[config.mk]
export PLATFORM = sky130hd
export DESIGN_NAME = barrel_coord_gen_flat
export DESIGN_NICKNAME = d
export VERILOG_FILES = /design/src/rtl/barrel_coord_gen_pkg.sv /design/src/rtl/barrel_coord_gen_if.sv /design/src/rtl/barrel_bow_rom.sv /design/src/rtl/barrel_coord_gen.sv /design/src/flat_wrapper.sv
export SDC_FILE = /design/constraint.sdc
export NUM_CORES = 1
export LEC_CHECK = 0
export CAP_MARGIN = 15
export CORE_ASPECT_RATIO = 2
export CORE_MARGIN = 8
export CORE_UTILIZATION = 50
export CTS_CLUSTER_SIZE = 10
export DETAILED_ROUTE_END_ITERATION = 16
export PLACE_DENSITY = 0.8
export SETUP_SLACK_MARGIN = 0.1
export SYNTH_ARGS = -nofsm -noshare
export SYNTH_HDL_FRONTEND = slang
export SYNTH_SLANG_ARGS = --single-unit
export TNS_END_PERCENT = 5
[constraint.sdc]
create_clock -name clk -period 1.91 [get_ports clk]
set_input_delay 0.191 -clock clk [delete_from_list [all_inputs] [get_ports clk]]
set_output_delay 0.191 -clock clk [all_outputs]
set_load 0.03 [all_outputs]
[src/rtl/barrel_coord_gen_pkg.sv]
// Shared types and default geometry for the barrel-distortion coordinate generator.
// Both the generator and the memory interface are sized from these defaults.
package barrel_coord_gen_pkg;

    localparam int DEF_WIDTH       = 1080;
    localparam int DEF_HEIGHT      = 960;
    localparam int DEF_MEM_LATENCY = 2;
    localparam int DEF_BOW_BITS    = 8;

    typedef enum logic [1:0] {
        ST_IDLE,
        ST_RUN,
        ST_DRAIN
    } state_e;

    // Sideband carried alongside each request until the memory returns its pixel.
    typedef struct packed {
        logic valid;
        logic last;
        logic user;
    } tag_t;

    localparam tag_t TAG_NONE = '0;

endpackage

[src/rtl/barrel_coord_gen_if.sv]
// Request/response signals between the coordinate generator and the line buffer / AXIS sink.
interface barrel_coord_gen_if #(
    parameter int XW = 12,
    parameter int YW = 11
);
    logic          Math_Ready;
    logic          AXIS_Out_Ready;
    logic [XW-1:0] Math_X;
    logic [YW-1:0] Math_Y;
    logic          Pixel_Valid;
    logic          Pixel_Last;
    logic          Pixel_User;

    modport master (
        input  Math_Ready, AXIS_Out_Ready,
        output Math_X, Math_Y, Pixel_Valid, Pixel_Last, Pixel_User
    );

    modport slave (
        output Math_Ready, AXIS_Out_Ready,
        input  Math_X, Math_Y, Pixel_Valid, Pixel_Last, Pixel_User
    );
endinterface

[src/rtl/barrel_bow_rom.sv]
// Per-column signed vertical bow offset, read combinationally (distributed ROM).
// Entry i occupies bow_init[i*bow_bits +: bow_bits].
module barrel_bow_rom #(
    parameter int width    = 1080,
    parameter int bow_bits = 8,
    parameter int AW       = $clog2(width),
    parameter logic [width*bow_bits-1:0] bow_init = '0
) (
    input  logic        [AW-1:0]       addr,
    output logic signed [bow_bits-1:0] data
);

    always_comb begin
        data = $signed(bow_init[int'(addr)*bow_bits +: bow_bits]);
    end

endmodule

[src/rtl/barrel_coord_gen.sv]
// Raster-scan request generator: walks the frame, applies the column bow to the row,
// and delays the valid/last/user tag so it lines up with the memory's output pixel.
module barrel_coord_gen
    import barrel_coord_gen_pkg::*;
#(
    parameter int width       = DEF_WIDTH,
    parameter int height      = DEF_HEIGHT,
    parameter int mem_latency = DEF_MEM_LATENCY,
    parameter int bow_bits    = DEF_BOW_BITS,
    parameter logic [width*bow_bits-1:0] bow_init = '0
) (
    input  logic               clk,
    input  logic               reset,
    input  logic               Enable,
    barrel_coord_gen_if.master bus,
    output logic               Frame_Done,
    output logic               Busy
);

    localparam int UW = $clog2(width);
    localparam int XW = UW + 1;
    localparam int VW = $clog2(height);
    localparam int YW = VW + 1;
    localparam int SW = VW + 2;
    localparam int DW = $clog2(mem_latency + 1) + 1;

    localparam logic        [UW-1:0] U_LAST = UW'(width - 1);
    localparam logic        [VW-1:0] V_LAST = VW'(height - 1);
    localparam logic signed [SW-1:0] Y_MAX  = SW'(height - 1);

    state_e                state_q, state_d;
    logic [UW-1:0]         u_q, u_d;
    logic [VW-1:0]         v_q, v_d;
    logic [DW-1:0]         drain_q, drain_d;
    logic                  done_q, done_d;
    logic [XW-1:0]         math_x_q, math_x_d;
    logic [YW-1:0]         math_y_q, math_y_d;
    tag_t                  tag_q [mem_latency+1];
    tag_t                  tag_d [mem_latency+1];

    logic                  en;
    logic                  issue;
    logic signed [bow_bits-1:0] bow;
    logic signed [SW-1:0]  y_sum;

    function automatic logic [YW-1:0] clamp_row(input logic signed [SW-1:0] s);
        if (s < 0)
            return '0;
        if (s > Y_MAX)
            return YW'(height - 1);
        return s[YW-1:0];
    endfunction

    barrel_bow_rom #(
        .width    (width),
        .bow_bits (bow_bits),
        .AW       (UW),
        .bow_init (bow_init)
    ) u_bow_rom (
        .addr (u_q),
        .data (bow)
    );

    assign en    = bus.AXIS_Out_Ready;
    assign issue = en && (state_q == ST_RUN) && bus.Math_Ready;
    assign y_sum = $signed({2'b00, v_q}) + SW'(bow);

    always_comb begin
        state_d  = state_q;
        u_d      = u_q;
        v_d      = v_q;
        drain_d  = drain_q;
        done_d   = done_q;
        math_x_d = math_x_q;
        math_y_d = math_y_q;
        tag_d    = tag_q;

        // The downstream ready stalls the whole block, including the FSM and tag pipe.
        if (en) begin
            tag_d[0] = TAG_NONE;
            for (int i = 1; i <= mem_latency; i++)
                tag_d[i] = tag_q[i-1];

            case (state_q)
                ST_IDLE: begin
                    u_d = '0;
                    v_d = '0;
                    if (Enable)
                        state_d = ST_RUN;
                end
                ST_RUN: begin
                    if (issue) begin
                        math_x_d = XW'(u_q);
                        math_y_d = clamp_row(y_sum);
                        tag_d[0] = '{valid: 1'b1,
                                     last:  (u_q == U_LAST),
                                     user:  (u_q == '0) && (v_q == '0)};
                        if (u_q == U_LAST) begin
                            u_d = '0;
                            if (v_q == V_LAST) begin
                                v_d     = '0;
                                drain_d = '0;
                                state_d = ST_DRAIN;
                            end else begin
                                v_d = v_q + 1'b1;
                            end
                        end else begin
                            u_d = u_q + 1'b1;
                        end
                    end
                end
                ST_DRAIN: begin
                    // Done is raised one cycle after the last tag leaves the pipe,
                    // then the next enabled cycle decides between a new frame and idle.
                    if (done_q) begin
                        done_d  = 1'b0;
                        drain_d = '0;
                        state_d = Enable ? ST_RUN : ST_IDLE;
                    end else if (drain_q == DW'(mem_latency)) begin
                        done_d = 1'b1;
                    end else begin
                        drain_d = drain_q + 1'b1;
                    end
                end
                default: state_d = ST_IDLE;
            endcase
        end
    end

    always_ff @(posedge clk or negedge reset) begin
        if (!reset) begin
            state_q  <= ST_IDLE;
            u_q      <= '0;
            v_q      <= '0;
            drain_q  <= '0;
            done_q   <= 1'b0;
            math_x_q <= '0;
            math_y_q <= '0;
            for (int i = 0; i <= mem_latency; i++)
                tag_q[i] <= TAG_NONE;
        end else begin
            state_q  <= state_d;
            u_q      <= u_d;
            v_q      <= v_d;
            drain_q  <= drain_d;
            done_q   <= done_d;
            math_x_q <= math_x_d;
            math_y_q <= math_y_d;
            tag_q    <= tag_d;
        end
    end

    assign bus.Math_X      = math_x_q;
    assign bus.Math_Y      = math_y_q;
    assign bus.Pixel_Valid = tag_q[mem_latency].valid;
    assign bus.Pixel_Last  = tag_q[mem_latency].last;
    assign bus.Pixel_User  = tag_q[mem_latency].user;
    assign Frame_Done      = done_q;
    assign Busy            = (state_q != ST_IDLE);

endmodule
[src/flat_wrapper.sv]
// flat-port wrapper written by rule: the top's interface ports become plain ports
module barrel_coord_gen_flat import barrel_coord_gen_pkg::*;
#(
    parameter int width       = DEF_WIDTH,
    parameter int height      = DEF_HEIGHT,
    parameter int mem_latency = DEF_MEM_LATENCY,
    parameter int bow_bits    = DEF_BOW_BITS,
    parameter logic [width*bow_bits-1:0] bow_init = '0
)
  (clk, reset, Enable, Frame_Done, Busy, bus_Math_Ready, bus_AXIS_Out_Ready, bus_Math_X, bus_Math_Y, bus_Pixel_Valid, bus_Pixel_Last, bus_Pixel_User);
  barrel_coord_gen_if bus_i ();
  input  logic clk;
  input  logic reset;
  input  logic Enable;
  output logic Frame_Done;
  output logic Busy;
  input wire logic [$bits(bus_i.Math_Ready)-1:0] bus_Math_Ready;
  input wire logic [$bits(bus_i.AXIS_Out_Ready)-1:0] bus_AXIS_Out_Ready;
  output wire logic [$bits(bus_i.Math_X)-1:0] bus_Math_X;
  output wire logic [$bits(bus_i.Math_Y)-1:0] bus_Math_Y;
  output wire logic [$bits(bus_i.Pixel_Valid)-1:0] bus_Pixel_Valid;
  output wire logic [$bits(bus_i.Pixel_Last)-1:0] bus_Pixel_Last;
  output wire logic [$bits(bus_i.Pixel_User)-1:0] bus_Pixel_User;
  assign bus_i.Math_Ready = bus_Math_Ready;
  assign bus_i.AXIS_Out_Ready = bus_AXIS_Out_Ready;
  assign bus_Math_X = bus_i.Math_X;
  assign bus_Math_Y = bus_i.Math_Y;
  assign bus_Pixel_Valid = bus_i.Pixel_Valid;
  assign bus_Pixel_Last = bus_i.Pixel_Last;
  assign bus_Pixel_User = bus_i.Pixel_User;
  barrel_coord_gen #(.width(width), .height(height), .mem_latency(mem_latency), .bow_bits(bow_bits), .bow_init(bow_init)) u_core (.clk(clk), .reset(reset), .Enable(Enable), .bus(bus_i), .Frame_Done(Frame_Done), .Busy(Busy));
endmodule
Word-level counts from Yosys, hierarchy flattened
Cells that the tools add are included.
- register bits after elaboration: 58
- bits of input ports: 5
- output and inout bits: 28
- logic and storage cells: 86
- $add $sub $neg: 4
- magnitude comparators: 2
- equality and inequality tests: 11
- shift-type cells: 1
- muxes and demuxes: 37
- reductions and logical operators: 15
- operator list (cell ; number):
    $shiftx A8640 B15 Y8 const A ; 1
    $mux W11 ; 6
    $mux W10 ; 3
    $pmux W11 S2 ; 1
    $mux W3 ; 7
    $pmux W10 S2 ; 1
    $add A11 B8 Y12 ; 1
    $gt A12 B11 Y1 const B ; 1
    $lt A12 B1 Y1 const B ; 1
    $mux W1 ; 12
    $reduce_and A6 Y1 ; 2
    $add A11 B1 Y11 const B ; 1
    $eq A11 B11 Y1 const B ; 1
    $logic_not A11 Y1 ; 1
    $add A10 B1 Y10 const B ; 1
    $eq A10 B10 Y1 const B ; 1
    $logic_not A10 Y1 ; 1
    $mux W2 ; 5
    $ne A2 B2 Y1 const B ; 3
    $pmux W2 S3 ; 1
    $pmux W3 S2 ; 1
    $reduce_and A3 Y1 ; 2
    $reduce_bool A2 Y1 ; 3
    $ne A2 B1 Y1 const B ; 2
    other kinds (9) ; 11

Longest topological paths before layout
Gate-level depths: netlist of run 1.
- depth in word-level cells: 13
- gate-level depth with buffers: 9
- mapped depth without buffers: 7

Modules after synthesis
Synthesis of run 1 repeated with hierarchy kept, for this count alone.
- cell total of the unflattened synthesis: 364
- area, all modules: 3342.0 µm²
- by module, submodules not included (module ; times used ; cells each ; area each (µm²) ; sequential area each (µm²)):
    barrel_coord_gen ; 1 ; 355 ; 3278.1 ; 1451.4
    barrel_bow_rom ; 1 ; 9 ; 63.8 ; 0.0

Worst setup path before layout of run 1
OpenSTA, ideal clock, no wires.
- kind: flip-flop to flip-flop
- start point: register u_core.u_q[8]
- end point: register u_core.v_q[9]
- library setup time: 0.133 ns
- arrival: 1.979 ns
- required time: 1.777 ns
- setup slack: -0.202 ns
- cell stages (with the launch flop): 7
- buffers on the path: 1
- period minus slack after synthesis: 2.112 ns
- path through: dfrtp_1 -> or4_4 -> o41a_1 -> buf_6 -> nor4_2 -> xnor2_1 -> nor2_1
- longest elaborated chain between the ends: 3
- ends and longest elaborated chain (what ; RTL line ; text):
    start, declared ; barrel_coord_gen.sv:32 ; logic [UW-1:0] u_q, u_d;
    start signal, assigned ; barrel_coord_gen.sv:143 ; u_q <= u_d;
    $eq A11 B11 Y1 ; barrel_coord_gen.sv:98 ; if (u_q == U_LAST) begin
    $ne A2 B2 Y1 (no line) ; - ;
    $reduce_and A4 Y1 (no line) ; - ;
    end signal, assigned ; barrel_coord_gen.sv:144 ; v_q <= v_d;
    end, declared ; barrel_coord_gen.sv:33 ; logic [VW-1:0] v_q, v_d;
No other way between the ends.
A chain may end at the register's enable or synchronous reset.

Final worst setup path of run 1
- start point: register u_core.u_q[8]
- end point: register u_core.v_q[3]
Same word-level chain as after synthesis.

==> metrics, run 1 <==
fmax around 500 MHz; Arr. time, crit path 2.24 ns; mapped cell area 0.00278 mm^2; WP data required 2.15 ns; wire length of the first global-routing pass 11900 um; Die Span Y around 120 um; DIE WIDTH 68.7 um; placer congestion estimate approximately 0.94; Remaining DRCs 0; Yosys cell types 42; synth warn 0; HP Class primary input to asynchronous set/reset pin; worst skew pair latency 0.35 ns; flop-to-flop setup slack -0.09 ns; Slew Limit Fails 0; r2r worst-path depth 6; worst-path cell chain or4_4 -> o41a_1 -> buf_6 -> nor3b_4 -> xnor2_1 -> nor2_1; Mapped Avg Cell Area 9.93 um^2; CP max stage delay just under 0.6 ns; unrepaired setup endpoints after global routing yes; GRT Total Usage a little under a fifth; final worst slack -0.0897 ns; Final Hold Fails 0; CTS tree done; clk sinks 57; clock slew at reported path FFs about 0.070 ns; static leakage 1.77 nW; layout cells sized above 1 25.6%; Synth Register Bits 57; Starting Density 51.3%; start of the worst register-to-register path u_core.u_q[8]; via count 2365; post-place setup slack -0.138 ns; sequential power share approximately 44%; fin crit share 105%; Power, Total 0.00304 W; largest family of logic cells by synthesized area simple AND/OR/NAND/NOR gates; Clock power frac 35.6%; peak supply drop between 0.6 and 0.7 mV; critical path peak fanout 6; drt via density 5.63; most area-hungry cell type in the Yosys netlist dfrtp_1; Seq/Total Area, Yosys 51.3%; CTS buffer count 9; setup_tns -1.22 ns; initial antenna violation count 0; die area around 0.0083 mm^2; WS Path Type flip-flop to flip-flop; remaining global-route overflow 0; Net Sw Frac 29.1%; DP Wirelength ~5300 um; Final Critical Period 2.00 ns; largest net degree at the start of global routing 36; cell count after synthesis 280; CTS max path bufs 2; internal power 0.00216 W; H-tree depth 3; Synth area leaders dfrtp_1, nand2_1, ha_1, mux2_2, xnor2_1; max cap viols 0; post-synthesis compound-gate area fraction 8.15%; crit path launch type flip-flop; slew margin rel. 62.4%; # nets final 370; Tightest Pin Transition 0.564 ns; Antenna Violating Nets Remaining 0; Post-Route Utilization 68.7%; starting DRC count in detailed routing 149; top cell type's share of synthesized area about half; CTS root buf clkbuf_8; CORE AREA 0.00542 mm^2; I/O pins 33; XOR/XNOR Fraction of Synth Area 4.10%; PwrDens around 800 mW/mm^2; row cnt 38; Post-Synth Adder-Cell Area 4.50%; drt pass-1 iters 4; DR WL/cell ~17 um; failing checks negative setup slack; Crit-path slowest cell or4_4; outcome finished with violations; Setup Skew 0.00900 ns; reg2reg end u_core.v_q[3]; Net Sw Power ~0.00089 W; ANT cells 0; combinational share of power 20.1%; Area Overhead vs Synth 33.8%; crit path capture type flip-flop; simple-gate share of the synthesized area 23.1%; mux cell area share after synthesis 3.65%; DRT Wirelength between 7000 and 8000 um; Port Buffer Count 30; vias in the first global route 2544; Setup-failing EPs final 20
cells in the final DEF (no fill, tap or decap), types with 3 or more instances in the layout:
cell type,count
o21ai_1,3
nand2_1,51
clkdlybuf4s50_1,28
a21oi_1,5
or3_1,7
nand4_1,3
nand3_1,14
ha_1,10
nor2_1,18
buf_4,40
xor2_1,3
dfrtp_1,57
o211ai_1,3
clkbuf_8,13
nor4_4,4
nor3_1,3
nor4_1,3
o22a_1,7
o21ai_0,12
inv_1,14
buf_6,3
xnor2_1,10
mux2_2,9
per-stage QoR:
stage | hold slack, ns | area (um^2) | instances
finish | 0.356 | 3720 | 420
global route | 0.402 | 3720 | 420
CTS | 0.367 | 3670 | 418
detailed placement | 0.206 | 3420 | 400
global placement | 0.192 | 3420 | 400
floorplan | -0.105 | 2810 | 281
timing repair:
item / CTS / global route
pin swaps: 6 / 13
gates resized for setup: 14 / 11
cloned: 0 / 1
hold buffers: 1 / 0
endpoints found under the setup margin: 29 / 32
endpoints found under the hold margin: 22 / 0
buffers inserted: 1 / 1
Yosys cell counts, drive strengths merged:
library cell / n
or4: 3
o22ai: 1
o21ai: 17
a31oi: 1
nor3b: 2
clkbuf: 6
nor2b: 2
nand2: 53
nand4: 3
mux2: 9
nand2b: 2
o211ai: 3
or3: 7
nor3: 5
a21oi: 5
nor2: 20
nor4: 8
or2: 2
xnor2: 10
and3: 2
and2: 1
buf: 7
nand3: 15
ha: 10
inv: 14
o22a: 7
dfrtp: 57
o41a: 1
xor2: 3
a211o: 1
nand3b: 2
conb: 1
flip-flops by register name, indices dropped and copies added (netlist names):
register and count:
u_core.bus.Math_Y 10, u_core.Frame_Done 1, u_core.bus.Pixel_Valid 1, u_core.tag_q 6
u_core.v_q 10, u_core.bus.Pixel_User 1, u_core.drain_q 3, u_core.bus.Math_X 11
u_core.bus.Pixel_Last 1, u_core.u_q 11, u_core.state_q 2
final cells by class:
cell class / instances / area [um^2]
fill: 423 / 1700
sequential: 57 / 1430
multi-input combinational: 197 / 1310
timing repair buffer: 76 / 666
clock buffer: 14 / 183
tap: 60 / 75.1
inverter: 14 / 52.6
clock inverter: 2 / 10.0
routing by layer:
layer	up-vias	part of all wire [%]	GRT usage, %
li1	1105	-	-
met1	1167	35	18.4
met2	63	56	32.7
met3	30	4.3	4.35
met4	0	5.4	14.9
met5	-	0	0
how the worst max path moves through the flow:
stage,start,end,slack (ns),depth (start not counted)
finish,u_core.u_q[8],u_core.v_q[3],-0.09,6
global route,u_core.u_q[8],u_core.v_q[3],-0.15,6
detailed placement,u_core.u_q[9],u_core.v_q[7],-0.14,6
global placement,u_core.u_q[9],u_core.v_q[7],-0.11,6
CTS,u_core.u_q[6],u_core.v_q[7],-0.15,6
floorplan,u_core.u_q[9],u_core.v_q[7],-0.08,6
worst max-delay path, delay by kind of cell (launching register included):
kind,cells,cell delay [ns]
flip-flops,1,0.39
AO/OA/AOI/OAI,1,0.38
buffers and inverters,1,0.17
AND/OR/NAND/NOR,3,0.82
XOR/XNOR,1,0.13
power by group through the flow:
stage	sequential (W)	combinational [W]	clock (W)
2_1_floorplan	0.00149	0.000181	0
3_3_place_gp	0.00136	0.000578	0
3_5_place_dp	0.00137	0.000589	0
4_1_cts	0.00135	0.000599	0.00110
5_1_grt	0.00136	0.000660	0.00116
6_report	0.00135	0.000611	0.00108
kinds of logic after synthesis:
| family | after synthesis |
|---|---|
| compound gates | 36 |
| xor+xnor | 13 |
| fa+ha+maj | 10 |
| buf+inv | 27 |
| flops | 57 |
| mux | 9 |
| other cells | 1 |
| simple gates | 127 |
Power figures use the tool's default switching activity.
==> run 2, diff against run 1 <==
--- a/config.mk
+++ b/config.mk
@@ -7,10 +7,11 @@
 export LEC_CHECK = 0
 export CAP_MARGIN = 15
 export CORE_ASPECT_RATIO = 2
-export CORE_MARGIN = 8
+export CORE_MARGIN = 2
 export CORE_UTILIZATION = 50
 export CTS_CLUSTER_SIZE = 10
 export DETAILED_ROUTE_END_ITERATION = 16
+export HOLD_SLACK_MARGIN = 0.05
 export PLACE_DENSITY = 0.8
 export SETUP_SLACK_MARGIN = 0.1
 export SYNTH_ARGS = -nofsm -noshare
==> run 2 against run 1 <==
Compared with the run above:
- the flow still finishes with violations (negative setup slack)
- setup slack worse by 0.0067 ns
- maximum frequency decreased by 0.34%
- critical path depth fell by 1
- clock-buffer cell count fell by 2
- utilization is 1.2 points lower
- register-to-register slack about the same
- critical endpoint is now u_core.drain_q[0]
- largest cell class unchanged
- highest routed layer unchanged
==> metrics, run 2 (synthesis results as in run 1) <==
clk sinks 57 (unchanged); unrepaired setup endpoints after global routing yes; worst skew pair latency 0.35 ns (about the same); Antenna Violating Nets Remaining 0 (unchanged); commonest non-fill, non-tap cells in the layout dfrtp_1, nand2_1, buf_4, clkdlybuf4s50_1, nor2_1; Tightest Pin Transition 0.495 ns (-0.0688 ns); # nets final 365 (-1.4%); Crit-path slowest cell or4_4; Port Buffer Count 30 (unchanged); crit path launch type flip-flop; drt pass-1 iters 4 (unchanged); post-CTS setup buffer count 0 (-1); crit path from u_core.u_q[9]; DP Wirelength 4860 um (-8.5%); Remaining DRCs 0 (unchanged); CTS tree done; CP max stage delay 0.57 ns (about the same); Final Critical Period 2.01 ns (+0.00674 ns); static leakage 1.68 nW (-5.1%); GRT Total Usage 23.6% (+4.5 points); peak supply drop 0.663 mV (-3.8%); Final Hold Fails 0 (unchanged); Setup-failing EPs final 12 (-40%); Starting Density 51.7% (+0.45 points); clock slew at reported path FFs 0.06 ns (about the same); CP top delay family simple AND/OR/NAND/NOR gates; Placed Area 0.00341 mm^2 (-0.44%); DR WL/cell 16.5 um (-5.1%); crit path capture type flip-flop; critical path peak fanout 4 (-2); post-place setup slack -0.136 ns (+0.00149 ns); FILL cells 416 (-1.7%); Setup Skew 0.00636 ns (-0.00264 ns); CTS max path bufs 2 (unchanged); via count 2331 (-1.4%); HP Class primary input to asynchronous set/reset pin; CTS buffer count 9 (unchanged); PwrDens 785 mW/mm^2 (-4.0%); wire length of the first global-routing pass 11000 um (-8.2%); vias in the first global route 2342 (-7.9%); worst-path cell chain or4_4 -> nor4_4 -> a31oi_2 -> a211o_1 -> mux2_2; placer congestion estimate 0.931 (-1.1%); ANT cells 0 (unchanged); setup_tns -0.550 ns (+0.671 ns); start of the worst register-to-register path u_core.u_q[9]; CTS root buf clkbuf_8; Buf+Inv Stages, Crit Path 0 (-1); die area 0.00621 mm^2 (-26%); slew margin rel. 66.8% (+4.4 points); fmax 498 MHz (-0.34%); I/O pins 33 (unchanged); fin crit share 105% (+0.35 points); outcome finished with violations; starting DRC count in detailed routing 78 (-48%); CORE AREA 0.00537 mm^2 (-0.88%); failing checks negative setup slack; WP data required 2.14 ns (about the same); H-tree depth 3 (unchanged); Slew Limit Fails 0 (unchanged); Area Overhead vs Synth 30.4%; commonest non-fill, non-tap cell in the layout dfrtp_1; max cap viols 0 (unchanged); Hold WS 0.364 ns (+0.00792 ns); DIE WIDTH 56.7 um (-17%); Arr. time, crit path 2.23 ns (about the same); DRT Wirelength 6800 um (-6.9%); largest net degree at the start of global routing 58 (+61%); row cnt 38 (unchanged); design area 0.00363 mm^2 (-2.6%); initial antenna violation count 0 (unchanged); remaining global-route overflow 0 (unchanged); drt via density 5.66 (+0.48%); final worst slack -0.0965 ns (-0.00674 ns); layout cells sized above 1 22.7% (-2.8 points); Die Span Y 109 um (-9.9%); Power, Total 0.00285 W (-6.5%); WS Path Type flip-flop to flip-flop
-- run 2: changes by cell type in the layout (fill, tap and decap cells not counted), sizes merged --
| cell | before | now |
|---|---|---|
| clkdlybuf4s15 | 1 | 0 |
| clkbuf | 14 | 12 |
| clkinv | 2 | 1 |
| buf | 46 | 41 |
| dlygate4sd2 | 0 | 1 |
-- run 2: area by class of cell --
type	count	area, um^2	share of cell area, %
Sequential cell	57	1430	39.3
Multi-Input combinational cell	197	1290	35.7
Timing Repair Buffer	71	628	17.3
Clock buffer	12	145	4.00
Tap cell	60	75.1	2.07
Inverter	14	52.6	1.45
Clock inverter	1	5.00	0.138
-- run 2: power breakdown --
group / leakage (nW) / switching, W / internal, W
Combinational: 0.873 / 0.000337 / 0.000240
Sequential: 0.731 / 0.0000490 / 0.00130
Clock: 0.0782 / 0.000439 / 0.000482
Total: 1.68 / 0.000825 / 0.00202
-- run 2: worst paths after layout --
check	to	slack [ns]	cells after the start
worst max-delay path	u_core.drain_q[0]	-0.1	5
worst min-delay path	u_core.bus.Math_X[1]	0.36	3
worst max register to register	u_core.drain_q[0]	-0.1	5
worst min register to register	u_core.bus.Math_X[5]	0.47	2
max in group asynchronous	u_core.tag_q[6]	1.28	3
min in group clk	u_core.bus.Math_X[5]	0.47	2
-- run 2: worst reg2reg max path, delay by kind of cell, from the launching register on --
| family | cells | cell delay [ns] |
|---|---|---|
| and+or+nand+nor | 2 | 0.77 |
| AOI/OAI and AO/OA | 2 | 0.47 |
| DFF | 1 | 0.38 |
| muxes | 1 | 0.28 |
-- run 2: through the flow --
step | util [%] | std cells
5_1_grt | 67.5 | 412
2_1_floorplan | - | 281
3_5_place_dp | 63.4 | 398
3_3_place_gp | 63.4 | 398
4_1_cts | 66.8 | 412
6_report | 67.5 | 412
-- run 2: timing repair --
item / in CTS / in global routing
gates cloned: 0 / 0
gates resized for setup: 8 / 11
hold buffers: 1 / 0
hold endpoints to repair: 57 / 0
setup endpoints to repair: 23 / 31
pin swaps: 3 / 6
-- run 2: metal layers --
| metal | GRT usage [%] | vias to the layer above | routed length (um) |
|---|---|---|---|
| met5 | 0 | - | 0 |
| met3 | 2.94 | 32 | 276 |
| met2 | 40.6 | 72 | 3700 |
| li1 | - | 1087 | - |
| met4 | 20.1 | 0 | 360 |
| met1 | 25.1 | 1140 | 2460 |
